File: src/rtl/xbar_pkg.sv
// rtl/xbar_pkg.sv - shared types and constants for the 2x2 crossbar scheduler
// Contents: state_t (per-output FSM state), src_t (source id), N_SRC, N_DST.
package xbar_pkg;

  localparam int N_SRC = 2;
  localparam int N_DST = 2;

  typedef enum logic {
    ST_IDLE = 1'b0,
    ST_LOCK = 1'b1
  } state_t;

  typedef logic src_t;

endpackage

File: src/rtl/xbar_out_arb.sv
// rtl/xbar_out_arb.sv - one crossbar output: round-robin grant, packet lock, beat watchdog
// Optional feature macro: XBAR_PKT_CNT_EN (adds pkt_cnt output).
// Ports:
//   clk, rst_n    clock, asynchronous active-low reset
//   req[1:0]      per-source request for this output (val & dst match)
//   last[1:0]     per-source last-beat flag
//   m_rdy         sink ready
//   m_val, m_src  output valid and owning source (forced 0 in reset)
//   rdy[1:0]      per-source ready contribution from this output
//   err           one-cycle pulse after a watchdog release
//   pkt_cnt       saturating packet counter (XBAR_PKT_CNT_EN only)
module xbar_out_arb
  import xbar_pkg::*;
#(
  parameter int MAX_BEATS = 16,
  parameter int CNT_W     = 16
) (
  input  logic             clk,
  input  logic             rst_n,
  input  logic [N_SRC-1:0] req,
  input  logic [N_SRC-1:0] last,
  input  logic             m_rdy,
  output logic             m_val,
  output src_t             m_src,
  output logic [N_SRC-1:0] rdy,
  output logic             err
`ifdef XBAR_PKT_CNT_EN
  ,
  output logic [CNT_W-1:0] pkt_cnt
`endif
);

  localparam int BW = $clog2(MAX_BEATS + 1);
  localparam logic [BW-1:0] WD_LIM = BW'(MAX_BEATS - 1);

  state_t        state;
  src_t          owner;
  src_t          rr_ptr;
  logic [BW-1:0] beat_cnt;

  src_t gnt;
  logic gnt_vld;
  logic hs;
  logic gnt_last;
  logic wd_hit;
  logic pkt_done;

  always_comb begin
    gnt     = 1'b0;
    gnt_vld = 1'b0;
    if (state == ST_LOCK) begin
      // Owner's beats heading elsewhere drop req here, so the output idles but stays locked.
      gnt     = owner;
      gnt_vld = req[owner];
    end else if (req[0] && req[1]) begin
      gnt     = rr_ptr;
      gnt_vld = 1'b1;
    end else if (req[0]) begin
      gnt     = 1'b0;
      gnt_vld = 1'b1;
    end else if (req[1]) begin
      gnt     = 1'b1;
      gnt_vld = 1'b1;
    end
  end

  assign hs       = gnt_vld & m_rdy;
  assign gnt_last = last[gnt];
  assign wd_hit   = (state == ST_LOCK) && (beat_cnt == WD_LIM);
  assign pkt_done = hs & (gnt_last | wd_hit);

  assign m_val  = rst_n & gnt_vld;
  assign m_src  = rst_n & gnt_vld & gnt;
  assign rdy[0] = rst_n & hs & (gnt == 1'b0);
  assign rdy[1] = rst_n & hs & (gnt == 1'b1);

  always_ff @(posedge clk or negedge rst_n) begin
    if (!rst_n) begin
      state    <= ST_IDLE;
      owner    <= 1'b0;
      rr_ptr   <= 1'b0;
      beat_cnt <= '0;
      err      <= 1'b0;
    end else begin
      err <= 1'b0;
      if (hs) begin
        if (state == ST_IDLE) begin
          if (gnt_last) begin
            rr_ptr <= ~gnt;
          end else begin
            state    <= ST_LOCK;
            owner    <= gnt;
            beat_cnt <= BW'(1);
          end
        end else if (gnt_last || wd_hit) begin
          state    <= ST_IDLE;
          rr_ptr   <= ~owner;
          beat_cnt <= '0;
          err      <= ~gnt_last;
        end else begin
          beat_cnt <= beat_cnt + BW'(1);
        end
      end
    end
  end

`ifdef XBAR_PKT_CNT_EN
  always_ff @(posedge clk or negedge rst_n) begin
    if (!rst_n) begin
      pkt_cnt <= '0;
    end else if (pkt_done && (pkt_cnt != '1)) begin
      pkt_cnt <= pkt_cnt + CNT_W'(1);
    end
  end
`else
  wire unused_pkt_done = pkt_done;
`endif

endmodule

File: src/rtl/xbar_sched.sv
// rtl/xbar_sched.sv - control-only scheduler for the 2x2 val/rdy crossbar
// Optional feature macro: XBAR_PKT_CNT_EN (adds m0_pkt_cnt, m1_pkt_cnt).
// Ports:
//   clk, rst_n                 clock, asynchronous active-low reset
//   s*_val/s*_dst/s*_last      source beat valid, destination, last beat
//   s*_rdy                     source beat accepted this cycle
//   m*_rdy                     output sink ready
//   m*_val, m*_src             output valid and owning source (data mux select)
//   err[1:0]                   per-output watchdog release pulse
//   m*_pkt_cnt                 per-output packet counters (XBAR_PKT_CNT_EN only)
module xbar_sched
  import xbar_pkg::*;
#(
  parameter int MAX_BEATS = 16,
  parameter int CNT_W     = 16
) (
  input  logic             clk,
  input  logic             rst_n,
  input  logic             s0_val,
  input  logic             s0_dst,
  input  logic             s0_last,
  output logic             s0_rdy,
  input  logic             s1_val,
  input  logic             s1_dst,
  input  logic             s1_last,
  output logic             s1_rdy,
  input  logic             m0_rdy,
  output logic             m0_val,
  output logic             m0_src,
  input  logic             m1_rdy,
  output logic             m1_val,
  output logic             m1_src,
  output logic [1:0]       err
`ifdef XBAR_PKT_CNT_EN
  ,
  output logic [CNT_W-1:0] m0_pkt_cnt,
  output logic [CNT_W-1:0] m1_pkt_cnt
`endif
);

  logic [N_SRC-1:0] req0, req1;
  logic [N_SRC-1:0] rdy0, rdy1;
  logic [N_SRC-1:0] last_v;

  assign req0   = {s1_val & ~s1_dst, s0_val & ~s0_dst};
  assign req1   = {s1_val &  s1_dst, s0_val &  s0_dst};
  assign last_v = {s1_last, s0_last};

  xbar_out_arb #(.MAX_BEATS(MAX_BEATS), .CNT_W(CNT_W)) u_arb0 (
    .clk     (clk),
    .rst_n   (rst_n),
    .req     (req0),
    .last    (last_v),
    .m_rdy   (m0_rdy),
    .m_val   (m0_val),
    .m_src   (m0_src),
    .rdy     (rdy0),
    .err     (err[0])
`ifdef XBAR_PKT_CNT_EN
    ,
    .pkt_cnt (m0_pkt_cnt)
`endif
  );

  xbar_out_arb #(.MAX_BEATS(MAX_BEATS), .CNT_W(CNT_W)) u_arb1 (
    .clk     (clk),
    .rst_n   (rst_n),
    .req     (req1),
    .last    (last_v),
    .m_rdy   (m1_rdy),
    .m_val   (m1_val),
    .m_src   (m1_src),
    .rdy     (rdy1),
    .err     (err[1])
`ifdef XBAR_PKT_CNT_EN
    ,
    .pkt_cnt (m1_pkt_cnt)
`endif
  );

  // A source targets one output at a time, so at most one term is ever set.
  assign s0_rdy = rdy0[0] | rdy1[0];
  assign s1_rdy = rdy0[1] | rdy1[1];

endmodule

File: config.mk
export PLATFORM = sky130hd
export DESIGN_NAME = xbar_sched
export DESIGN_NICKNAME = d
export VERILOG_FILES = /design/src/rtl/xbar_pkg.sv /design/src/rtl/xbar_out_arb.sv /design/src/rtl/xbar_sched.sv
export SDC_FILE = /design/constraint.sdc
export NUM_CORES = 1
export LEC_CHECK = 0
export BUFFER_PORTS_ARGS = -buffer_cell sky130_fd_sc_hd__buf_4
export CORE_MARGIN = 4
export CORE_UTILIZATION = 50
export DETAILED_ROUTE_END_ITERATION = 8
export GPL_TIMING_DRIVEN = 0
export PLACE_DENSITY = 0.71
export RECOVER_POWER = 25
export SLEW_MARGIN = 20
export SYNTH_ARGS = -nofsm -noshare
export SYNTH_HDL_FRONTEND = slang
export SYNTH_HIERARCHICAL = 1
export SYNTH_SLANG_ARGS = --single-unit
export TNS_END_PERCENT = 50
File: constraint.sdc
create_clock -name clk -period 3.2 [get_ports clk]
set_input_delay 0 -clock clk [delete_from_list [all_inputs] [get_ports clk]]
set_output_delay 0 -clock clk [all_outputs]
set_load 0.02 [all_outputs]
Word-level counts from Yosys, hierarchy flattened

Cells that the tools add are included.

Word-level logic and storage cells: 110
Bits in registers: 18
Output and inout bits: 8
Bits of input ports: 10

Add/sub/neg operators: 2
Equality and inequality tests: 6
Bitwise gates (word level): 28
Mux-type cells: 46
Reductions and logical operators: 14
Magnitude comparators: 4

Operators with widths:

| kind                                               | count |
|---|---|
| 2-to-1 mux 1 bit                                   | 40 |
| 2-to-1 mux 5 bit                                   | 6 |
| AND 1 bit                                          | 16 |
| AND reduction 3 bit                                | 4 |
| adder 5 x 1 -> 5 bit, second input constant        | 2 |
| == test 5 x 4 -> 1 bit, second input constant      | 2 |
| NOT 1 bit                                          | 10 |
| < comparator 1 x 2 -> 1 bit, second input constant | 4 |
| logical AND 1 bit                                  | 4 |
| != test 2 x 1 -> 1 bit, second input constant      | 2 |
| != test 2 bit, second input constant               | 2 |
| AND reduction 2 bit                                | 2 |
| nonzero test 2 bit                                 | 2 |
| logical OR 1 bit                                   | 2 |
| bitwise OR 1 bit                                   | 2 |

Longest topological paths before layout

Depth in word-level cells: 12
Depth in mapped cells: 7

Hierarchy

Netlist, hierarchy kept.

Modules (own cells, without submodules):

| module       | cells each | seq. area each (um^2) | instances | area an instance (um^2) |
|---|---|---|---|---|
| xbar_out_arb | 62         | 225.2                 | 2         | 579.3 |
| xbar_sched   | 6          | 0.0                   | 1         | 45.0 |

Worst setup path before layout

No wires, ideal clock.

Path kind: reg2reg
From: register u_arb0.beat_cnt[0]
To: register u_arb0.beat_cnt[2]
Cell stages (with the launch flop): 7
Library setup time: 0.065 ns
Clock period less this slack: 1.721 ns
Slack: 1.479 ns
Arrival: 1.656 ns
Buffers on the path: 0
Cells stage by stage: dfrtp_1 ha_1 and3_1 ha_1 a2111oi_2 and4b_1 a211o_1

Word-level cells in the longest chain between the ends: 5

RTL lines:

| what                                                                         | RTL line            | source |
|---|---|---|
| start, declared                                                              | xbar_out_arb.sv:39  | `logic [BW-1:0] beat_cnt;` |
| start signal, assigned                                                       | xbar_out_arb.sv:101 | `beat_cnt <= beat_cnt + BW'(1);` |
| parallel branches: the longest is 3 deep, another holds adder 5 x 1 -> 5 bit | --                  |  |
| 2-to-1 mux 5 bit *                                                           | xbar_out_arb.sv:95  | `end else if (gnt_last \|\| wd_hit) begin` |
| 2-to-1 mux 5 bit *                                                           | xbar_out_arb.sv:87  | `if (state == ST_IDLE) begin` |

Mark *: on every way between the ends.
A chain may end at the register's enable or synchronous reset.

Worst setup path after layout

From: input port rst_n
To: output port s1_rdy

Word-level cells in the longest chain between the ends: 3

RTL lines:

| what                    | RTL line           | source |
|---|---|---|
| start, declared         | xbar_sched.sv:18   | `input logic rst_n,` |
| AND 1 bit (2 in series) | xbar_out_arb.sv:75 | `assign rdy[1] = rst_n & hs & (gnt == 1'b1);` |
| net rdy0[1]             | xbar_sched.sv:42   | `logic [N_SRC-1:0] rdy0, rdy1;` |
| bitwise OR 1 bit        | xbar_sched.sv:83   | `assign s1_rdy = rdy0[1] \| rdy1[1];` |
| end, declared           | xbar_sched.sv:26   | `output logic s1_rdy,` |

The timed path passes the listed nets, and every way through them passes these cells.

==> impl_metrics.sql <==
INSERT INTO impl_metrics (metric_group, metric, value, unit) VALUES
('run_status', 'outcome', 'finished, final reports clean', ''),
('die', 'core', '2255', 'µm²'),
('hold_path', 'hold_path_class', 'in2reg', ''),
('placement', 'post-dp-hpwl', '1.843', 'mm'),
('yosys', 'synth-simple-area-share', '0.2931', ''),
('setup_path', 'timing_worst_setup_path_type', 'in2out', ''),
('setup_path', 'critical_path_required', '3200', 'ps'),
('yosys', 'synthesis.instances', '130', ''),
('cts', 'post-cts-setup-buffers', '0', ''),
('cts', 'cts.root.buffer_cell', 'clkbuf_4', ''),
('setup_path', 'rr_startpoint', 'u_arb0/beat_cnt[0]', ''),
('yosys', 'async_reset_ff_frac', '1.000', ''),
('power', 'power.total', '813.2', 'µW'),
('die', 'boundaryPins', '18', ''),
('global_routing', 'grt_pass1_wl', '4.374', 'mm'),
('power', 'sw_frac_of_total', '0.4002', ''),
('yosys', 'synth.yosys.warnings', '6', ''),
('timing', 'period_share', '0.6480', ''),
('global_routing', 'pin_count_of_the_biggest_net_entering_global_routing', '21', ''),
('cts', 'cts_max_path_buffers', '2', ''),
('power', 'internal_power', '487.8', 'µW'),
('cells_and_area', 'post_layout_nonfiller_instances', '179', ''),
('timing', 'fin_tns_setup', '0', 'ps'),
('yosys', 'synthXorXnorAreaFrac', '0', ''),
('yosys', 'synth_edf_count', '0', ''),
('setup_path', 'slowest_stage', 'clkbuf_1', ''),
('placement', 'port_buffers', '17', ''),
('global_routing', 'groute.layer.met3.usage', '0.02262', ''),
('timing', 'clock-skew-final', '0.5684', 'ps'),
('cts', 'cts.repair.resized', '0', ''),
('global_routing', 'grt_pass1_vias', '977', ''),
('timing', 'final-hold-violation-count', '0', ''),
('die', 'chip_width', '57.07', 'µm'),
('yosys', 'ys_ff_latch', '18', ''),
('yosys', 'post_synth_most_frequent_cells', 'dfrtp_1, nand2_1, nor2_1', ''),
('cts', 'clkTransAtPathRegs', '100', 'ps'),
('cts', 'tritoncts', 'yes', ''),
('setup_path', 'crit_path_cell_trace', 'dlygate4sd3_1 > clkbuf_1 > nand2_1 > nor2_1 > and3_1 > or2_1 > buf_4', ''),
('setup_path', 'r2r-end', 'u_arb0/beat_cnt[2]', ''),
('yosys', 'synth_area_per_cell', '9.259', 'µm²'),
('yosys', 'synth_adder_area_share', '0.04158', ''),
('cells_and_area', 'final_util', '0.6188', ''),
('timing', 'final_max_slew_viol_count', '0', ''),
('yosys', 'dominantRegCellSynth', 'dfrtp_1', ''),
('timing', 'max_clock_freq', '482.3', 'MHz'),
('yosys', 'ys_seq_area_frac', '0.3742', ''),
('yosys', 'post_synth_mux_area_share', '0.07484', ''),
('global_routing', 'grt_use_met2', '0.2659', ''),
('yosys', 'synth.most_common_cell', 'dfrtp_1', ''),
('route', 'via_count', '1002', ''),
('yosys', 'post-synth-top-area-fraction', '0.3742', ''),
('job', 'maxCapViolations', '0', ''),
('route', 'detailedRoute.firstPassIterationCount', '4', ''),
('global_routing', 'grt_overflow_total', '0', ''),
('setup_path', 'cpPeakStageDelay', '810', 'ps'),
('placement', 'placed_cells', '175', ''),
('yosys', 'post_synth_num_cell_types', '32', ''),
('power', 'p_per_area', '582.9', 'nW/µm²'),
('setup_path', 'setup.worst_path.end_class', 'output port', ''),
('route', 'wire_per_inst', '13.84', 'µm'),
('setup_path', 'worstRegToRegCells', '6', ''),
('route', 'vias_per_cell', '5.598', ''),
('yosys', 'synth_largest_area_cell', 'dfrtp_1', ''),
('placement', 'final_gp_congestion', '0.8267', ''),
('cts', 'clock_latency', '290', 'ps'),
('global_routing', 'most_utilized_layer_in_the_global_route_result', 'met2', ''),
('cts', 'cts_made_buffers', '3', ''),
('power', 'worst_ir_drop_vdd', '0.0003302', 'V'),
('yosys', 'mappedNetlistNets', '144', ''),
('yosys', 'netlist_area', '1204', 'µm²'),
('setup_path', 'worstSetupEndpoint', 's1_rdy', '');
layout make-up:
type,count,area [µm²]
Fill cell,200,859.6
Multi-Input combinational cell,104,708.2
Sequential cell,18,450.4
Timing Repair Buffer,18,133.9
Tap cell,28,35.03
Clock buffer,3,22.52
Buffer,2,22.52
Inverter,6,22.52
cell families after synthesis:
logic type,Yosys count
and+or+nand+nor,64
muxes,8
DFF,18
buffers and inverters,8
adders and majority gates,4
AOI/OAI and AO/OA,28
what timing repair did:
action | in CTS | in global routing
setup endpoints to repair | 0 | 0
hold endpoints to repair | 18 | 0
hold buffers | 1 | 0
sequential cells by signal, summed over array words and instances (netlist names):
name	flops
u_arb0/state	1
u_arb1/err	1
u_arb1/beat_cnt	5
u_arb0/rr_ptr	1
u_arb0/beat_cnt	5
u_arb1/owner	1
u_arb0/owner	1
u_arb1/rr_ptr	1
u_arb1/state	1
u_arb0/err	1
layer usage:
metal	routed length [µm]	share of wire	vias to the layer above
li1	-	-	511
met1	1247	0.50	472
met2	1101	0.44	17
met3	109	0.044	2
met4	20	0.0081	0
met5	0	0	-
worst max-delay path, delay by kind of cell:
family        cells  cell delay, ps
simple gates      4             610
buf+inv           3            1460
stage by stage:
stage | hold WS (ps) | cell area, µm² | setup slack [ps]
finish | 63.49 | 1395 | 1126
CTS | 48.95 | 1399 | 1233
global placement | -108.6 | 1366 | 1287
floorplan | -295.6 | 1204 | 1479
detailed placement | -105.7 | 1366 | 1258
global route | 67.64 | 1395 | 788.0
power groups by stage:
stage / combinational, mW / clock [mW] / sequential [mW]
floorplan: 0.251 / 0 / 0.353
global placement: 0.316 / 0 / 0.370
detailed placement: 0.327 / 0 / 0.375
CTS: 0.330 / 0.120 / 0.371
global route: 0.371 / 0.131 / 0.385
finish: 0.327 / 0.115 / 0.371
how the worst min path moves through the flow:
stage,startpoint,endpoint,slack (ps),cells after the start
global placement,rst_n,u_arb0/beat_cnt[2],-110,1
CTS,m0_rdy,u_arb0/rr_ptr,50,4
floorplan,rst_n,u_arb0/beat_cnt[0],-300,0
detailed placement,rst_n,u_arb0/beat_cnt[2],-110,1
global route,m0_rdy,u_arb0/rr_ptr,70,4
finish,m0_rdy,u_arb0/rr_ptr,60,4
placed cells by master, fill, tap and decap left out, types with 3 or more instances in the layout:
cell and instances:
and2_1 6, nand3_1 4, a211o_1 4, ha_1 4
mux2i_1 4, nand2b_1 6, inv_1 4, nand2_1 14
dfrtp_1 18, clkbuf_4 3, nor2_1 12, a21oi_1 6
buf_4 16, and3_1 8
(Power assumes the default switching activity.)
